File: config.mk
export PLATFORM = sky130hd
export DESIGN_NAME = mdu_div_seq_flat
export DESIGN_NICKNAME = d
export VERILOG_FILES = /design/src/rtl/mdu_div_seq_pkg.sv /design/src/rtl/mdu_div_seq_if.sv /design/src/rtl/mdu_div_seq.sv /design/src/flat_wrapper.sv
export SDC_FILE = /design/constraint.sdc
export NUM_CORES = 1
export LEC_CHECK = 0
export ABC_AREA = 1
export BUFFER_PORTS_ARGS = -buffer_cell sky130_fd_sc_hd__buf_2
export CAP_MARGIN = 20
export CORE_ASPECT_RATIO = 1.5
export CORE_MARGIN = 2
export CORE_UTILIZATION = 60
export CTS_CLUSTER_DIAMETER = 200
export DETAILED_ROUTE_END_ITERATION = 12
export PLACE_DENSITY_LB_ADDON = 0.25
export SLEW_MARGIN = 40
export SYNTH_ARGS = -nofsm -noshare
export SYNTH_HDL_FRONTEND = slang
export SYNTH_SLANG_ARGS = --single-unit
File: constraint.sdc
create_clock -name clk -period 2.45 [get_ports clk]
set_input_delay 0.49 -clock clk [delete_from_list [all_inputs] [get_ports clk]]
set_output_delay 0.49 -clock clk [all_outputs]
set_load 0.01 [all_outputs]
File: src/rtl/mdu_div_seq_pkg.sv
// Shared constants and types for the multi-cycle divide sequencer.
package mdu_div_seq_pkg;

  localparam int DivWidth = 32;

  typedef enum logic [1:0] {
    DivFree   = 2'b00,
    DivByZero = 2'b01,
    DivOn     = 2'b10,
    DivEnd    = 2'b11
  } div_state_e;

  localparam logic DivResultReady    = 1'b1;
  localparam logic DivResultNotReady = 1'b0;
  localparam logic DivStart          = 1'b1;
  localparam logic DivStop           = 1'b0;

  // MIPS SPECIAL funct codes; execute uses them to choose signed_i.
  localparam logic [5:0] DivOp  = 6'b011010;
  localparam logic [5:0] DivuOp = 6'b011011;

  function automatic logic [DivWidth-1:0] neg_if(input logic neg, input logic [DivWidth-1:0] v);
    return neg ? (~v + DivWidth'(1)) : v;
  endfunction

endpackage

File: src/rtl/mdu_div_seq_if.sv
// Request/response bundle between execute and the divide sequencer.
interface mdu_div_seq_if
  import mdu_div_seq_pkg::*;
#(parameter int WIDTH = DivWidth);

  logic               start_i;
  logic               signed_i;
  logic [WIDTH-1:0]   opdata1_i;
  logic [WIDTH-1:0]   opdata2_i;
  logic               annul_i;
  logic [2*WIDTH-1:0] result_o;
  logic               ready_o;
  logic               stallreq_o;

  modport master (
    output start_i, signed_i, opdata1_i, opdata2_i, annul_i,
    input  result_o, ready_o, stallreq_o
  );

  modport slave (
    input  start_i, signed_i, opdata1_i, opdata2_i, annul_i,
    output result_o, ready_o, stallreq_o
  );

endinterface

File: src/rtl/mdu_div_seq.sv
// 32-step radix-2 restoring divider with divide-by-zero, annul and pipeline stall handling.
module mdu_div_seq
  import mdu_div_seq_pkg::*;
#(parameter int WIDTH = DivWidth) (
  input logic         clk,
  input logic         rst,
  mdu_div_seq_if.slave div_bus
);

  localparam int CntW = $clog2(WIDTH) + 1;

  div_state_e         state, state_nxt;
  logic [CntW-1:0]    cnt, cnt_nxt;
  logic [2*WIDTH:0]   work, work_nxt;
  logic [WIDTH-1:0]   divisor, divisor_nxt;
  logic               neg_quot, neg_quot_nxt;
  logic               neg_rem, neg_rem_nxt;
  logic [2*WIDTH-1:0] result, result_nxt;
  logic               ready, ready_nxt;

  logic [WIDTH-1:0]   abs1, abs2, quot, rem;
  logic [WIDTH:0]     trial;
  logic               fits;

  always_ff @(posedge clk or negedge rst) begin
    if (!rst) begin
      state    <= DivFree;
      cnt      <= '0;
      work     <= '0;
      divisor  <= '0;
      neg_quot <= 1'b0;
      neg_rem  <= 1'b0;
      result   <= '0;
      ready    <= DivResultNotReady;
    end else begin
      state    <= state_nxt;
      cnt      <= cnt_nxt;
      work     <= work_nxt;
      divisor  <= divisor_nxt;
      neg_quot <= neg_quot_nxt;
      neg_rem  <= neg_rem_nxt;
      result   <= result_nxt;
      ready    <= ready_nxt;
    end
  end

  // Bit 2*WIDTH of work is always zero here; including it keeps the compare exact after the shift.
  always_comb begin
    abs1  = neg_if(div_bus.signed_i & div_bus.opdata1_i[WIDTH-1], div_bus.opdata1_i);
    abs2  = neg_if(div_bus.signed_i & div_bus.opdata2_i[WIDTH-1], div_bus.opdata2_i);
    fits  = work[2*WIDTH:WIDTH-1] >= {2'b00, divisor};
    trial = work[2*WIDTH-1:WIDTH-1] - {1'b0, divisor};
    quot  = neg_if(neg_quot, work[WIDTH-1:0]);
    rem   = neg_if(neg_rem, work[2*WIDTH-1:WIDTH]);
  end

  always_comb begin
    state_nxt    = state;
    cnt_nxt      = cnt;
    work_nxt     = work;
    divisor_nxt  = divisor;
    neg_quot_nxt = neg_quot;
    neg_rem_nxt  = neg_rem;
    result_nxt   = result;
    ready_nxt    = ready;

    case (state)
      DivFree: begin
        if (div_bus.start_i == DivStart && !div_bus.annul_i) begin
          if (div_bus.opdata2_i == '0) begin
            state_nxt = DivByZero;
          end else begin
            state_nxt    = DivOn;
            cnt_nxt      = '0;
            work_nxt     = {{(WIDTH+1){1'b0}}, abs1};
            divisor_nxt  = abs2;
            neg_rem_nxt  = div_bus.signed_i & div_bus.opdata1_i[WIDTH-1];
            neg_quot_nxt = div_bus.signed_i & (div_bus.opdata1_i[WIDTH-1] ^ div_bus.opdata2_i[WIDTH-1]);
          end
        end
      end

      DivByZero: begin
        result_nxt = '0;
        if (div_bus.annul_i) begin
          state_nxt = DivFree;
          ready_nxt = DivResultNotReady;
        end else begin
          state_nxt = DivEnd;
          ready_nxt = DivResultReady;
        end
      end

      DivOn: begin
        if (div_bus.annul_i) begin
          state_nxt  = DivFree;
          ready_nxt  = DivResultNotReady;
          result_nxt = '0;
        end else if (cnt != CntW'(WIDTH)) begin
          work_nxt = fits ? {trial, work[WIDTH-2:0], 1'b1} : {work[2*WIDTH-1:0], 1'b0};
          cnt_nxt  = cnt + CntW'(1);
        end else begin
          state_nxt  = DivEnd;
          ready_nxt  = DivResultReady;
          result_nxt = {rem, quot};
        end
      end

      DivEnd: begin
        if (div_bus.start_i == DivStop) begin
          state_nxt  = DivFree;
          ready_nxt  = DivResultNotReady;
          result_nxt = '0;
        end
      end

      default: state_nxt = DivFree;
    endcase
  end

  assign div_bus.result_o   = result;
  assign div_bus.ready_o    = ready;
  assign div_bus.stallreq_o = div_bus.start_i & ~ready & ~div_bus.annul_i;

endmodule

File: src/flat_wrapper.sv
// flat-port wrapper written by rule: the top's interface ports become plain ports
module mdu_div_seq_flat import mdu_div_seq_pkg::*;
#(parameter int WIDTH = DivWidth)
  (clk, rst, div_bus_start_i, div_bus_signed_i, div_bus_opdata1_i, div_bus_opdata2_i, div_bus_annul_i, div_bus_result_o, div_bus_ready_o, div_bus_stallreq_o);
  mdu_div_seq_if #(.WIDTH(WIDTH)) div_bus_i ();
  input logic clk;
  input logic rst;
  input wire logic [$bits(div_bus_i.start_i)-1:0] div_bus_start_i;
  input wire logic [$bits(div_bus_i.signed_i)-1:0] div_bus_signed_i;
  input wire logic [$bits(div_bus_i.opdata1_i)-1:0] div_bus_opdata1_i;
  input wire logic [$bits(div_bus_i.opdata2_i)-1:0] div_bus_opdata2_i;
  input wire logic [$bits(div_bus_i.annul_i)-1:0] div_bus_annul_i;
  output wire logic [$bits(div_bus_i.result_o)-1:0] div_bus_result_o;
  output wire logic [$bits(div_bus_i.ready_o)-1:0] div_bus_ready_o;
  output wire logic [$bits(div_bus_i.stallreq_o)-1:0] div_bus_stallreq_o;
  assign div_bus_i.start_i = div_bus_start_i;
  assign div_bus_i.signed_i = div_bus_signed_i;
  assign div_bus_i.opdata1_i = div_bus_opdata1_i;
  assign div_bus_i.opdata2_i = div_bus_opdata2_i;
  assign div_bus_i.annul_i = div_bus_annul_i;
  assign div_bus_result_o = div_bus_i.result_o;
  assign div_bus_ready_o = div_bus_i.ready_o;
  assign div_bus_stallreq_o = div_bus_i.stallreq_o;
  mdu_div_seq #(.WIDTH(WIDTH)) u_core (.clk(clk), .rst(rst), .div_bus(div_bus_i));
endmodule
==> impl_metrics.json <==
{
  "viasPerCell": 5.53,
  "synthFlopType": "dfrtp_1",
  "crit_top_cell": "nand2_1",
  "clock-sinks": 172,
  "cap_violations": 0,
  "grt_pass1_wl_um": 65400,
  "dieWidth_um": 125,
  "n_fill_cell": 1964,
  "final_common_cell": "nand2_1",
  "die-area_um2": 23300,
  "cts-root-buf": "clkbuf_16",
  "antenna_cells": 0,
  "finalHoldViolCount": 7,
  "netlist_area_um2": 13200,
  "wl_per_cell_um": 16.4,
  "worstSkewPairLatency_ns": 0.45,
  "final.setup.tns_ns": 0,
  "areaGrowthSynthToFinish_pct": 15.7,
  "critPathArrivalTime_ns": 2.73,
  "min_period_ns": 2.39,
  "cp.required_ns": 2.79,
  "cp_slowest_cell": "dfrtp_1",
  "peakVddDrop_v": 0.000789,
  "seq_area_frac_synth_pct": 32.5,
  "overflow": 0,
  "final_core_util_pct": 70.7,
  "power_density_nw_per_um2": 1560,
  "final_antenna_net_count": 0,
  "crit_path_start_kind": "register",
  "design.core.area_um2": 21600,
  "place_area_um2": 14600,
  "fmax_mhz": 418,
  "numPortBuffers": 134,
  "drc": 0,
  "status": "finished with violations",
  "cts_buffers": 17,
  "top_level_ports": 135,
  "hpwlAfterDp_um": 32800,
  "crit_buf_inv": 1,
  "p_leak_nw": 8.49,
  "drt_iter0_markers": 819,
  "tritoncts": "done",
  "crit_chain": "ha_2, nand2_1, nor2_2, nand2_1, nor2_1, nand2_1, nand3_1, nor2_4, nand2_2, buf_12, nand3_1, nand2_1, nand2_1",
  "synth_cell_type_count": 48,
  "antenna_found_initial": 0,
  "routed_wl_um": 41200,
  "worst_path_largest_cell_delay_ns": 0.47,
  "initial_utilization_pct": 61.1,
  "worstSetupPathType": "reg -> reg",
  "path_max_fanout": 15,
  "endpoint_kind": "register",
  "synth_edf_count": 0,
  "clk_pin_slew_ns": 0.07,
  "cts_buffer_depth": 2,
  "h-tree-depth": 4,
  "final_area_um2": 15300,
  "grt_pass1_vias": 13700,
  "drv_slew": 0,
  "worst_pin_slew_ns": 0.824,
  "rows": 66,
  "gp_congestion": 0.967,
  "final_nets": 2332,
  "maxSlewHeadroom_pct": 45.0,
  "via_count": 13800,
  "critPathTopFamily": "simple AND/OR/NAND/NOR gates",
  "period_share_pct": 97.5,
  "firstDrtPassIters": 8,
  "hold_class": "in -> async",
  "finalSetupViolCount": 0,
  "async_flop_share_pct": 100,
  "holdWs_ns": -0.0132,
  "grt_max_degree": 54,
  "grt_usage_pct": 35.6,
  "crit_cells": 13,
  "syn_avg_cell_area_um2": 6.47,
  "ys_seq_elements": 172,
  "die_h_um": 186,
  "drive_above_1_share_pct": 13.4,
  "p_total_mw": 23.8,
  "violations": "hold timing",
  "yosysWarnings": 0,
  "final_cell_mix": "nand2_1, inv_1, nand3_1, dfrtp_1, nor2_1",
  "syn_nets": 2157,
  "postSynthCellCount": 2045,
  "fin_skew_ns": 0.00954,
  "worstRegToRegCells": 13
}
==> path summary, 6_finish.rpt <==
check	start	end	slack, ns
worst max-delay path	u_core.work[44]	u_core.work[57]	0.06
worst min register to register	u_core.div_bus.result_o[28]	u_core.div_bus.result_o[28]	0.48
worst min-delay path	rst	u_core.divisor[2]	-0.01
worst max register to register	u_core.work[44]	u_core.work[57]	0.06
min in group clk	div_bus_annul_i	u_core.div_bus.ready_o	0.32
max in group asynchronous	rst	u_core.work[24]	1.75
==> stage by stage <==
step           std cells  setup WS (ns)
4_1_cts             2504         0.0363
3_3_place_gp        2472         0.0502
5_1_grt             2505        -0.0112
6_report            2505         0.0604
3_5_place_dp        2472        -0.0584
2_1_floorplan       2045          0.275
==> report_power, final <==
| group | total (mW) | internal (mW) | leakage (nW) | switching, mW |
|---|---|---|---|---|
| registers | 5.12 | 4.00 | 2.29 | 1.13 |
| logic | 16.0 | 5.60 | 5.92 | 10.4 |
| clock network | 2.70 | 1.45 | 0.287 | 1.25 |
| total | 23.8 | 11.0 | 8.49 | 12.8 |
==> synth_stat cells, drive strengths merged, types with 22 or more instances <==
library cell,instances,share of area [%]
a21oi,43,1.7
dfrtp,172,33
xor2,65,4.3
nand4,34,1.7
nand2,719,21
nor3,22,0.87
inv,272,7.7
ha,42,4.0
nand3,189,7.2
o21ai,163,6.2
nor2,176,5.4
clkbuf,23,0.65
buf,36,1.8
==> per-layer routing <==
| metal | track usage, % | wire (µm) |
|---|---|---|
| met4 | 24.2 | 3040 |
| met1 | 34.9 | 14400 |
| met5 | 0 | 0 |
| met2 | 69.9 | 22200 |
| met3 | 3.54 | 1490 |
==> worst reg2reg max path, cell delays in order, from the launching register on <==
cell     delay [ns]
dfrtp_1        0.47
ha_2           0.42
nand2_1        0.11
nor2_2         0.14
nand2_1        0.09
nor2_1         0.15
nand2_1        0.09
nand3_1        0.14
nor2_4         0.05
nand2_2        0.11
buf_12         0.15
nand3_1        0.18
nand2_1        0.12
nand2_1        0.06
==> flip-flops by register name, summed over array words and instances (netlist names) <==
register                 flops
u_core.state                 2
u_core.divisor              32
u_core.div_bus.result_o     64
u_core.work                 65
u_core.neg_rem               1
u_core.cnt                   6
u_core.div_bus.ready_o       1
u_core.neg_quot              1
==> layout make-up <==
cell class / instances / area [µm²] / area share [%]
clock buffers: 19 / 443 / 2.89
clock inverters: 13 / 133 / 0.867
inverters: 273 / 1030 / 6.73
multi-input cells: 1542 / 7690 / 50.2
flip-flops and latches: 172 / 4300 / 28.1
well taps: 272 / 340 / 2.22
repair buffers: 214 / 1360 / 8.91
==> cell families after synthesis <==
group / Yosys count / share of synthesized area [%]
fa+ha+maj: 43 / 4.12
simple gates: 1171 / 37.3
compound gates: 241 / 10.1
flops: 172 / 32.5
buf+inv: 332 / 10.2
xor+xnor: 86 / 5.69
==> what timing repair did <==
item / in CTS / in global routing
setup buffers: 0 / 0
hold buffers: 0 / 0
setup endpoints to repair: 0 / 72
resized for setup: 0 / 25
Power figures use the tool's default switching activity.
